## config.mk

```make
export PLATFORM = sky130hd
export DESIGN_NAME = sparsity_flag_gen_flat
export DESIGN_NICKNAME = d
export VERILOG_FILES = /design/src/rtl/sparsity_flag_gen_if.sv /design/src/rtl/sparsity_flag_gen.sv /design/src/flat_wrapper.sv
export SDC_FILE = /design/constraint.sdc
export NUM_CORES = 1
export LEC_CHECK = 0
export CAP_MARGIN = 20
export CORE_UTILIZATION = 45
export DETAILED_ROUTE_END_ITERATION = 6
export GPL_ROUTABILITY_DRIVEN = 0
export GPL_TIMING_DRIVEN = 0
export PLACE_DENSITY = 0.69
export SLEW_MARGIN = 20
export SYNTH_ARGS = -nofsm -noshare
export SYNTH_HDL_FRONTEND = slang
export SYNTH_SLANG_ARGS = --single-unit
```

## constraint.sdc

```tcl
create_clock -name clk -period 3.44 [get_ports clk]
set_clock_uncertainty 0.1 [all_clocks]
set_input_delay 0.344 -clock clk [delete_from_list [all_inputs] [get_ports clk]]
set_output_delay 0.344 -clock clk [all_outputs]
set_load 0.02 [all_outputs]
```

## src/rtl/sparsity_flag_gen_if.sv

```systemverilog
// Handshake and result bus between the pixel producer, the flag RAM writer and the skip stage.
// The master side drives the pixels and mask_ready. The slave side is the flag generator.
interface sparsity_flag_gen_if #(
  parameter int PIX_WIDTH  = 8,
  parameter int NUM_BLOCK  = 16,
  parameter int ADDR_WIDTH = 8,
  parameter int CNT_WIDTH  = 8
);
  logic                  start;
  logic                  in_valid;
  logic [PIX_WIDTH-1:0]  in_data;
  logic                  in_ready;
  logic                  flag_wr_req;
  logic [ADDR_WIDTH-1:0] flag_wr_addr;
  logic                  flag_wr_data;
  logic                  mask_valid;
  logic                  mask_ready;
  logic [NUM_BLOCK-1:0]  valid;
  logic [CNT_WIDTH-1:0]  nz_count;
  logic                  busy;

  modport master (
    output start, in_valid, in_data, mask_ready,
    input  in_ready, flag_wr_req, flag_wr_addr, flag_wr_data,
           mask_valid, valid, nz_count, busy
  );

  modport slave (
    input  start, in_valid, in_data, mask_ready,
    output in_ready, flag_wr_req, flag_wr_addr, flag_wr_data,
           mask_valid, valid, nz_count, busy
  );
endinterface

```

## src/rtl/sparsity_flag_gen.sv

```systemverilog
// Per-pixel nonzero flag writer and per-block valid mask / nonzero count builder for one frame.
//   state     | meaning
//   S_IDLE    | waiting for start; last frame's mask and count still visible
//   S_COLLECT | accepting pixels, one flag RAM write per accepted pixel
//   S_HOLD    | frame result offered with mask_valid until mask_ready
module sparsity_flag_gen #(
  parameter int PIX_WIDTH   = 8,
  parameter int BLOCK_WIDTH = 10,
  parameter int NUM_BLOCK   = 16,
  parameter int ADDR_WIDTH  = 8,
  parameter int CNT_WIDTH   = 8
) (
  input  logic                 clk,
  input  logic                 rst_n,
  input  logic                 clr,
  sparsity_flag_gen_if.slave   bus
);
  localparam int PIX_IDX_W = (BLOCK_WIDTH > 1) ? $clog2(BLOCK_WIDTH) : 1;
  localparam int BLK_IDX_W = (NUM_BLOCK > 1) ? $clog2(NUM_BLOCK) : 1;

  localparam logic [1:0] S_IDLE    = 2'd0;
  localparam logic [1:0] S_COLLECT = 2'd1;
  localparam logic [1:0] S_HOLD    = 2'd2;

  logic [1:0]            state;
  logic [PIX_IDX_W-1:0]  pix_idx;
  logic [BLK_IDX_W-1:0]  blk_idx;
  logic [ADDR_WIDTH-1:0] addr;
  logic [NUM_BLOCK-1:0]  valid_q;
  logic [CNT_WIDTH-1:0]  nz_q;
  logic                  wr_req_q;
  logic [ADDR_WIDTH-1:0] wr_addr_q;
  logic                  wr_data_q;

  logic accept, flag, last_pix, last_blk;

  assign accept   = (state == S_COLLECT) && bus.in_valid;
  assign flag     = |bus.in_data;
  assign last_pix = (pix_idx == PIX_IDX_W'(BLOCK_WIDTH - 1));
  assign last_blk = (blk_idx == BLK_IDX_W'(NUM_BLOCK - 1));

  always_ff @(posedge clk or negedge rst_n) begin
    if (!rst_n) begin
      state     <= S_IDLE;
      pix_idx   <= '0;
      blk_idx   <= '0;
      addr      <= '0;
      valid_q   <= '0;
      nz_q      <= '0;
      wr_req_q  <= 1'b0;
      wr_addr_q <= '0;
      wr_data_q <= 1'b0;
    end else if (clr) begin
      // clr wins over a same-cycle start or accept: the frame is dropped with no write
      state     <= S_IDLE;
      pix_idx   <= '0;
      blk_idx   <= '0;
      addr      <= '0;
      valid_q   <= '0;
      nz_q      <= '0;
      wr_req_q  <= 1'b0;
      wr_addr_q <= '0;
      wr_data_q <= 1'b0;
    end else begin
      wr_req_q <= 1'b0;
      case (state)
        S_IDLE: begin
          if (bus.start) begin
            state   <= S_COLLECT;
            pix_idx <= '0;
            blk_idx <= '0;
            addr    <= '0;
            valid_q <= '0;
            nz_q    <= '0;
          end
        end
        S_COLLECT: begin
          if (accept) begin
            wr_req_q         <= 1'b1;
            wr_addr_q        <= addr;
            wr_data_q        <= flag;
            valid_q[blk_idx] <= valid_q[blk_idx] | flag;
            nz_q             <= nz_q + CNT_WIDTH'(flag);
            addr             <= addr + ADDR_WIDTH'(1);
            if (last_pix) begin
              pix_idx <= '0;
              blk_idx <= blk_idx + BLK_IDX_W'(1);
              if (last_blk) state <= S_HOLD;
            end else begin
              pix_idx <= pix_idx + PIX_IDX_W'(1);
            end
          end
        end
        S_HOLD: begin
          if (bus.mask_ready) state <= S_IDLE;
        end
        default: state <= S_IDLE;
      endcase
    end
  end

  assign bus.in_ready     = (state == S_COLLECT);
  assign bus.mask_valid   = (state == S_HOLD);
  assign bus.busy         = (state != S_IDLE);
  assign bus.flag_wr_req  = wr_req_q;
  assign bus.flag_wr_addr = wr_addr_q;
  assign bus.flag_wr_data = wr_data_q;
  assign bus.valid        = valid_q;
  assign bus.nz_count     = nz_q;
endmodule

```

## src/flat_wrapper.sv

```systemverilog
// flat-port wrapper written by rule: the top's interface ports become plain ports
module sparsity_flag_gen_flat 
#(
  parameter int PIX_WIDTH   = 8,
  parameter int BLOCK_WIDTH = 10,
  parameter int NUM_BLOCK   = 16,
  parameter int ADDR_WIDTH  = 8,
  parameter int CNT_WIDTH   = 8
)
  (clk, rst_n, clr, bus_start, bus_in_valid, bus_in_data, bus_mask_ready, bus_in_ready, bus_flag_wr_req, bus_flag_wr_addr, bus_flag_wr_data, bus_mask_valid, bus_valid, bus_nz_count, bus_busy);
  sparsity_flag_gen_if #(.PIX_WIDTH(PIX_WIDTH), .NUM_BLOCK(NUM_BLOCK), .ADDR_WIDTH(ADDR_WIDTH), .CNT_WIDTH(CNT_WIDTH)) bus_i ();
  input  logic clk;
  input  logic rst_n;
  input  logic clr;
  input wire logic [$bits(bus_i.start)-1:0] bus_start;
  input wire logic [$bits(bus_i.in_valid)-1:0] bus_in_valid;
  input wire logic [$bits(bus_i.in_data)-1:0] bus_in_data;
  input wire logic [$bits(bus_i.mask_ready)-1:0] bus_mask_ready;
  output wire logic [$bits(bus_i.in_ready)-1:0] bus_in_ready;
  output wire logic [$bits(bus_i.flag_wr_req)-1:0] bus_flag_wr_req;
  output wire logic [$bits(bus_i.flag_wr_addr)-1:0] bus_flag_wr_addr;
  output wire logic [$bits(bus_i.flag_wr_data)-1:0] bus_flag_wr_data;
  output wire logic [$bits(bus_i.mask_valid)-1:0] bus_mask_valid;
  output wire logic [$bits(bus_i.valid)-1:0] bus_valid;
  output wire logic [$bits(bus_i.nz_count)-1:0] bus_nz_count;
  output wire logic [$bits(bus_i.busy)-1:0] bus_busy;
  assign bus_i.start = bus_start;
  assign bus_i.in_valid = bus_in_valid;
  assign bus_i.in_data = bus_in_data;
  assign bus_i.mask_ready = bus_mask_ready;
  assign bus_in_ready = bus_i.in_ready;
  assign bus_flag_wr_req = bus_i.flag_wr_req;
  assign bus_flag_wr_addr = bus_i.flag_wr_addr;
  assign bus_flag_wr_data = bus_i.flag_wr_data;
  assign bus_mask_valid = bus_i.mask_valid;
  assign bus_valid = bus_i.valid;
  assign bus_nz_count = bus_i.nz_count;
  assign bus_busy = bus_i.busy;
  sparsity_flag_gen #(.PIX_WIDTH(PIX_WIDTH), .BLOCK_WIDTH(BLOCK_WIDTH), .NUM_BLOCK(NUM_BLOCK), .ADDR_WIDTH(ADDR_WIDTH), .CNT_WIDTH(CNT_WIDTH)) u_core (.clk(clk), .rst_n(rst_n), .clr(clr), .bus(bus_i));
endmodule
```

Word level (Yosys, flattened, before mapping)

Cells that the tools add are included.

Register bits after elaboration: 52
Output and inout bits: 37
Logic and storage cells: 78

$add $sub $neg: 4
Order comparisons: 2
Eq/ne operators: 9
Muxes and demuxes: 41
Bitwise operators: 1
Reductions and logical operators: 12

Operator list:

| kind                                                                                | count |
|---|---|
| 8-bit two-way mux                                                                   | 8 |
| 16-bit two-way mux                                                                  | 3 |
| 16-bit one-hot mux with 2 select lines                                              | 1 |
| 8-bit one-hot mux with 2 select lines                                               | 2 |
| 4-bit two-way mux                                                                   | 7 |
| 16-bit bitwise mux                                                                  | 1 |
| 4-bit one-hot mux with 2 select lines                                               | 2 |
| 2-bit two-way mux                                                                   | 6 |
| 3-bit by 2-bit != test with 1-bit output, second input constant                     | 3 |
| 4-bit by 1-bit adder with 4-bit output, second input constant                       | 2 |
| 8-bit by 1-bit adder with 8-bit output                                              | 1 |
| 8-bit by 1-bit adder with 8-bit output, second input constant                       | 1 |
| 4-bit == test, second input constant                                                | 2 |
| 1-bit two-way mux                                                                   | 8 |
| 8-bit OR reduction                                                                  | 1 |
| 3-bit != test, second input constant                                                | 2 |
| 2-bit one-hot mux with 3 select lines                                               | 1 |
| 2-bit nonzero test                                                                  | 3 |
| 4-bit by 5-bit < comparator with 1-bit output, second input constant                | 1 |
| 5-bit AND reduction                                                                 | 1 |
| 1-bit binary-select mux with 4-bit select                                           | 1 |
| 1-bit demux with 4-bit select                                                       | 1 |
| 4-bit by 1-bit greater-or-equal comparator with 1-bit output, second input constant | 1 |
| 4-bit AND reduction                                                                 | 1 |
| 8 further kinds                                                                     | 9 |

Logic depth before layout (Yosys ltp)

Depth in word-level cells: 8
Gate-level depth with buffers: 7
Gate-level depth less buffers: 7

Worst setup path before layout

No wires, ideal clock.

Kind: register to register
Start point: register u_core.blk_idx[0]
End point: register u_core.valid_q[11], in the netlist u_core.bus.valid[11]
Library setup time: 0.132 ns
Arrival time: 1.769 ns
Setup slack: 1.438 ns
Stages on the path, launching flop included: 6
Cell sequence: dfrtp_1 -> buf_6 -> mux4_2 -> a2111o_1 -> a31oi_4 -> o21ai_0

Longest elaborated chain between the ends: 8
Elaborated cells between the ends (all ways): 12

Ends and longest elaborated chain:

| what                                                                                                                                                       | line                    | text |
|---|---|---|
| start: declaration                                                                                                                                         | sparsity_flag_gen.sv:27 | `logic [BLK_IDX_W-1:0] blk_idx;` |
| start signal: assignment                                                                                                                                   | sparsity_flag_gen.sv:87 | `blk_idx <= blk_idx + BLK_IDX_W'(1);` |
| 4-bit by 5-bit < comparator with 1-bit output (implied by the code) / 4-bit by 1-bit greater-or-equal comparator with 1-bit output (equally long branches) | sparsity_flag_gen.sv:82 | `valid_q[blk_idx] <= valid_q[blk_idx] \| flag;` |
| 1-bit logical AND (implied by the code)                                                                                                                    | sparsity_flag_gen.sv:82 |  |
| 1-bit two-way mux (implied by the code)                                                                                                                    | sparsity_flag_gen.sv:82 |  |
| 1-bit demux with 4-bit select                                                                                                                              | n/a                     |  |
| 16-bit bitwise mux (*)                                                                                                                                     | sparsity_flag_gen.sv:82 |  |
| 16-bit two-way mux (*)                                                                                                                                     | sparsity_flag_gen.sv:78 | `if (accept) begin` |
| 16-bit one-hot mux with 2 select lines (*)                                                                                                                 | sparsity_flag_gen.sv:66 | `case (state)` |
| 16-bit two-way mux (*)                                                                                                                                     | sparsity_flag_gen.sv:53 | `end else if (clr) begin` |
| end signal: indexed assignment                                                                                                                             | sparsity_flag_gen.sv:82 |  |
| end: declaration                                                                                                                                           | sparsity_flag_gen.sv:29 | `logic [NUM_BLOCK-1:0] valid_q;` |

Every way passes the cells marked *; elsewhere a longest branch is shown, timed or not. The select of a mux whose other input is x is not followed.
A chain may end at the register's enable or synchronous reset.

Final worst setup path

Start point: register u_core.state[1]
End point: output port bus_mask_valid

Longest elaborated chain between the ends: 1

Ends and longest elaborated chain:

| what                     | line                     | text |
|---|---|---|
| start: declaration       | sparsity_flag_gen.sv:25  | `logic [1:0] state;` |
| start signal: assignment | sparsity_flag_gen.sv:44  | `state <= S_IDLE;` |
| start signal: assignment | sparsity_flag_gen.sv:55  | `state <= S_IDLE;` |
| start signal: assignment | sparsity_flag_gen.sv:69  | `state <= S_COLLECT;` |
| 2-bit == test            | sparsity_flag_gen.sv:103 | `assign bus.mask_valid = (state == S_HOLD);` |
| end: declaration         | flat_wrapper.sv:23       | `output wire logic [$bits(bus_i.mask_valid)-1:0] bus_mask_valid;` |

No other way between the ends.

==> impl_metrics.toml <==
[critical_path]
endpoint_kind = "output pin"
cp.required_ps = 3000
r2r_setup_slack_ps = 1200
critPathMaxFanout = 8
worstPathArrival_ps = 1800
reg2reg_depth = 5
r2r_end = "u_core.bus.valid[4]"
critical_path_class = "reg -> out"
r2r-start = "u_core.blk_idx[0]"
critPathLaunchType = "flop"
crit_path_top_delay_cell = "clkdlybuf4s50_1"
cp_top_family = "buffers and inverters"
cp_num_buf_inv = 3
crit_chain = "clkbuf_1, inv_1, nor2_1, clkdlybuf4s50_1"
crit_path_start = "u_core.state[1]"
max_stage_delay_ps = 620

[yosys]
avgSynthCellArea_um2 = 10.0
async_flop_share_pct = 100
ys_seq_area_share_pct = 49.6
synth_cells = 262
yosysWarnings = 0
synth_top_flop_cell = "dfrtp_1"
syn_area_um2 = 2620
synth_seq_cells = 52
synth_cell_types = 40
synth_edf_count = 0
syn-num-nets = 285

[detailed_routing]
drc = 0
drt_iter0_drc = 200
vias_per_cell = 5.71
wl_per_cell_um = 15.8
detail_route.first_pass.iterations = 4
detail-route-antenna-nets = 0
vias = 2240
wl_um = 6200

[floorplan]
row_count = 27
ios = 51
die_area_um2 = 6140
die_height_um = 78.3
core_area_um2 = 5570
fp.dieW_um = 78.3
start_util_pct = 47.0

[power_and_ir_drop]
p_leak_nw = 1.40
p_per_area_nw_per_um2 = 380
irDropWorstVdd_mv = 0.272
finalPower_mw = 1.26

[global_route]
grt_use_total_pct = 22.5
antenna_found_initial = 0
overflow = 0
grt_max_degree = 53
grt_pass1_wl_um = 10600
grt_pass1_vias = 2142

[place]
portBuffers = 49
placed_area_um2 = 3200
place_hpwl_um = 4380

[sta]
hold_violations = 0
grt_setup_unrepaired = "no"
setup_viol = 0
whs_ps = 271
layout_min_cycle_time_ps = 2250
relSlewSlack_pct = 40.8
setup_tns_ps = 0
max_freq_mhz = 445
slew_violations = 0
tightest_slew_ps = 883
final_min_period_over_clock_period_pct = 65.4

[clock_tree]
clockBufferDepth = 2
clk_latency_ps = 310
tritoncts = "yes"
path_clk_slew_ps = 90
cts-buffers-inserted = 5
htreeDepth = 2
cts.root.buffer_cell = "clkbuf_8"
post_cts_resized = 0
cts.sinks = 52
cts_setup_buffers = 0

[layout]
fin_nets = 342
post-route-util_pct = 59.8
drive_above_1_share_pct = 5.63
diodes = 0
mostFrequentLayoutCell = "dfrtp_1"
mostFrequentLayoutCells = "52 x dfrtp_1, 48 x clkdlybuf4s50_1, 26 x nand2_1"
fillers = 493
area_delta_synth_final_pct = 27.1
post-route-cell-area_um2 = 3330

[worst_hold_path]
min-delay-start = "clr"
min_to = "u_core.state[1]"
hold_path_class = "in -> reg"
hold_depth = 2

[status]
status = "completed"

[run]
drv_cap = 0
==> kinds of logic (layout without fill, tap and decap cells) <==
| family | count (synthesis) | in the layout | synth area share, % |
|---|---|---|---|
| simple gates | 94 | 94 | 16.8 |
| buf+inv | 23 | 81 | 3.67 |
| compound gates | 63 | 63 | 17.2 |
| mux | 9 | 9 | 4.44 |
| flops | 52 | 52 | 49.6 |
| xor+xnor | 12 | 12 | 4.01 |
| fa+ha+maj | 9 | 9 | 4.29 |
==> cell usage after synthesis, drive strengths merged, types with 2 or more instances <==
master | instances | share of area (%)
dfrtp | 52 | 50
nand2 | 26 | 3.7
o21ai | 23 | 4.4
nand3 | 22 | 4.2
nor2 | 21 | 3.0
a22o | 12 | 4.0
clkbuf | 12 | 1.7
ha | 9 | 4.3
nand4 | 8 | 1.9
xor2 | 8 | 2.7
inv | 7 | 1.0
a31oi | 6 | 2.0
mux2i | 6 | 2.3
nor4 | 5 | 1.2
o211ai | 5 | 1.4
nor3 | 4 | 0.76
xnor2 | 4 | 1.3
a21oi | 3 | 0.57
buf | 3 | 0.81
o41ai | 3 | 1.0
a21o | 2 | 0.57
and3 | 2 | 0.48
mux4 | 2 | 1.7
nor2b | 2 | 0.48
o311ai | 2 | 0.67
or3 | 2 | 0.48
==> worst reg2reg max path, delay by kind of cell, from the launching register on <==
| kind | cells | cell delay [ps] |
|---|---|---|
| mux | 1 | 510 |
| flops | 1 | 400 |
| buf+inv | 1 | 170 |
| compound gates | 3 | 930 |
==> per-layer routing <==
| metal | wire length, µm | vias to the layer above | track usage, % |
|---|---|---|---|
| met1 | 2890 | 1078 | 32.4 |
| met3 | 421 | 6 | 4.42 |
| met4 | 73 | 0 | 6.30 |
| met5 | 0 | - | 0 |
| li1 | - | 1071 | - |
| met2 | 2820 | 85 | 34.5 |
==> flip-flops by register name, summed over array words and instances (netlist names) <==
| register | count |
|---|---|
| u_core.bus.flag_wr_req | 1 |
| u_core.bus.nz_count | 8 |
| u_core.addr | 8 |
| u_core.bus.valid | 16 |
| u_core.pix_idx | 4 |
| u_core.state | 2 |
| u_core.blk_idx | 4 |
| u_core.bus.flag_wr_addr | 8 |
| u_core.bus.flag_wr_data | 1 |
==> final cells by class <==
type	instances	area, µm²	share of cell area (%)
multi-input combinational	187	1220	36.8
inverter	8	30.0	0.901
buffer	15	66.3	1.99
sequential	52	1300	39.1
timing repair buffer	50	498	14.9
clock buffer	6	82.6	2.48
clock inverter	2	38.8	1.16
tap	72	90.1	2.70
==> power breakdown <==
| group | internal [mW] | switching, mW | total [mW] |
|---|---|---|---|
| combinational | 0.0715 | 0.117 | 0.189 |
| clock | 0.238 | 0.200 | 0.438 |
| sequential | 0.625 | 0.0129 | 0.638 |
| total | 0.935 | 0.330 | 1.26 |
==> timing repair <==
action                                 4_1_cts  5_1_grt
endpoints found under the hold margin       51        0
hold buffers                                 1        0
setup endpoints to repair                    0        0
==> through the flow <==
step | setup WS, ps | instances
final | 1190 | 392
after global routing | 993 | 392
after CTS | 1180 | 392
after detailed placement | 929 | 383
after global placement | 340 | 383
after floorplan | 1440 | 262
==> how the worst max path moves through the flow <==
stage	end	slack [ps]	cells past startpoint
6_report	bus_mask_valid	1190	4
5_1_grt	u_core.pix_idx[3]	990	7
4_1_cts	bus_mask_valid	1180	4
3_5_place_dp	u_core.bus.nz_count[4]	930	7
3_3_place_gp	u_core.bus.flag_wr_req	340	1
2_1_floorplan	u_core.bus.valid[11]	1440	5
(Power assumes the default switching activity.)
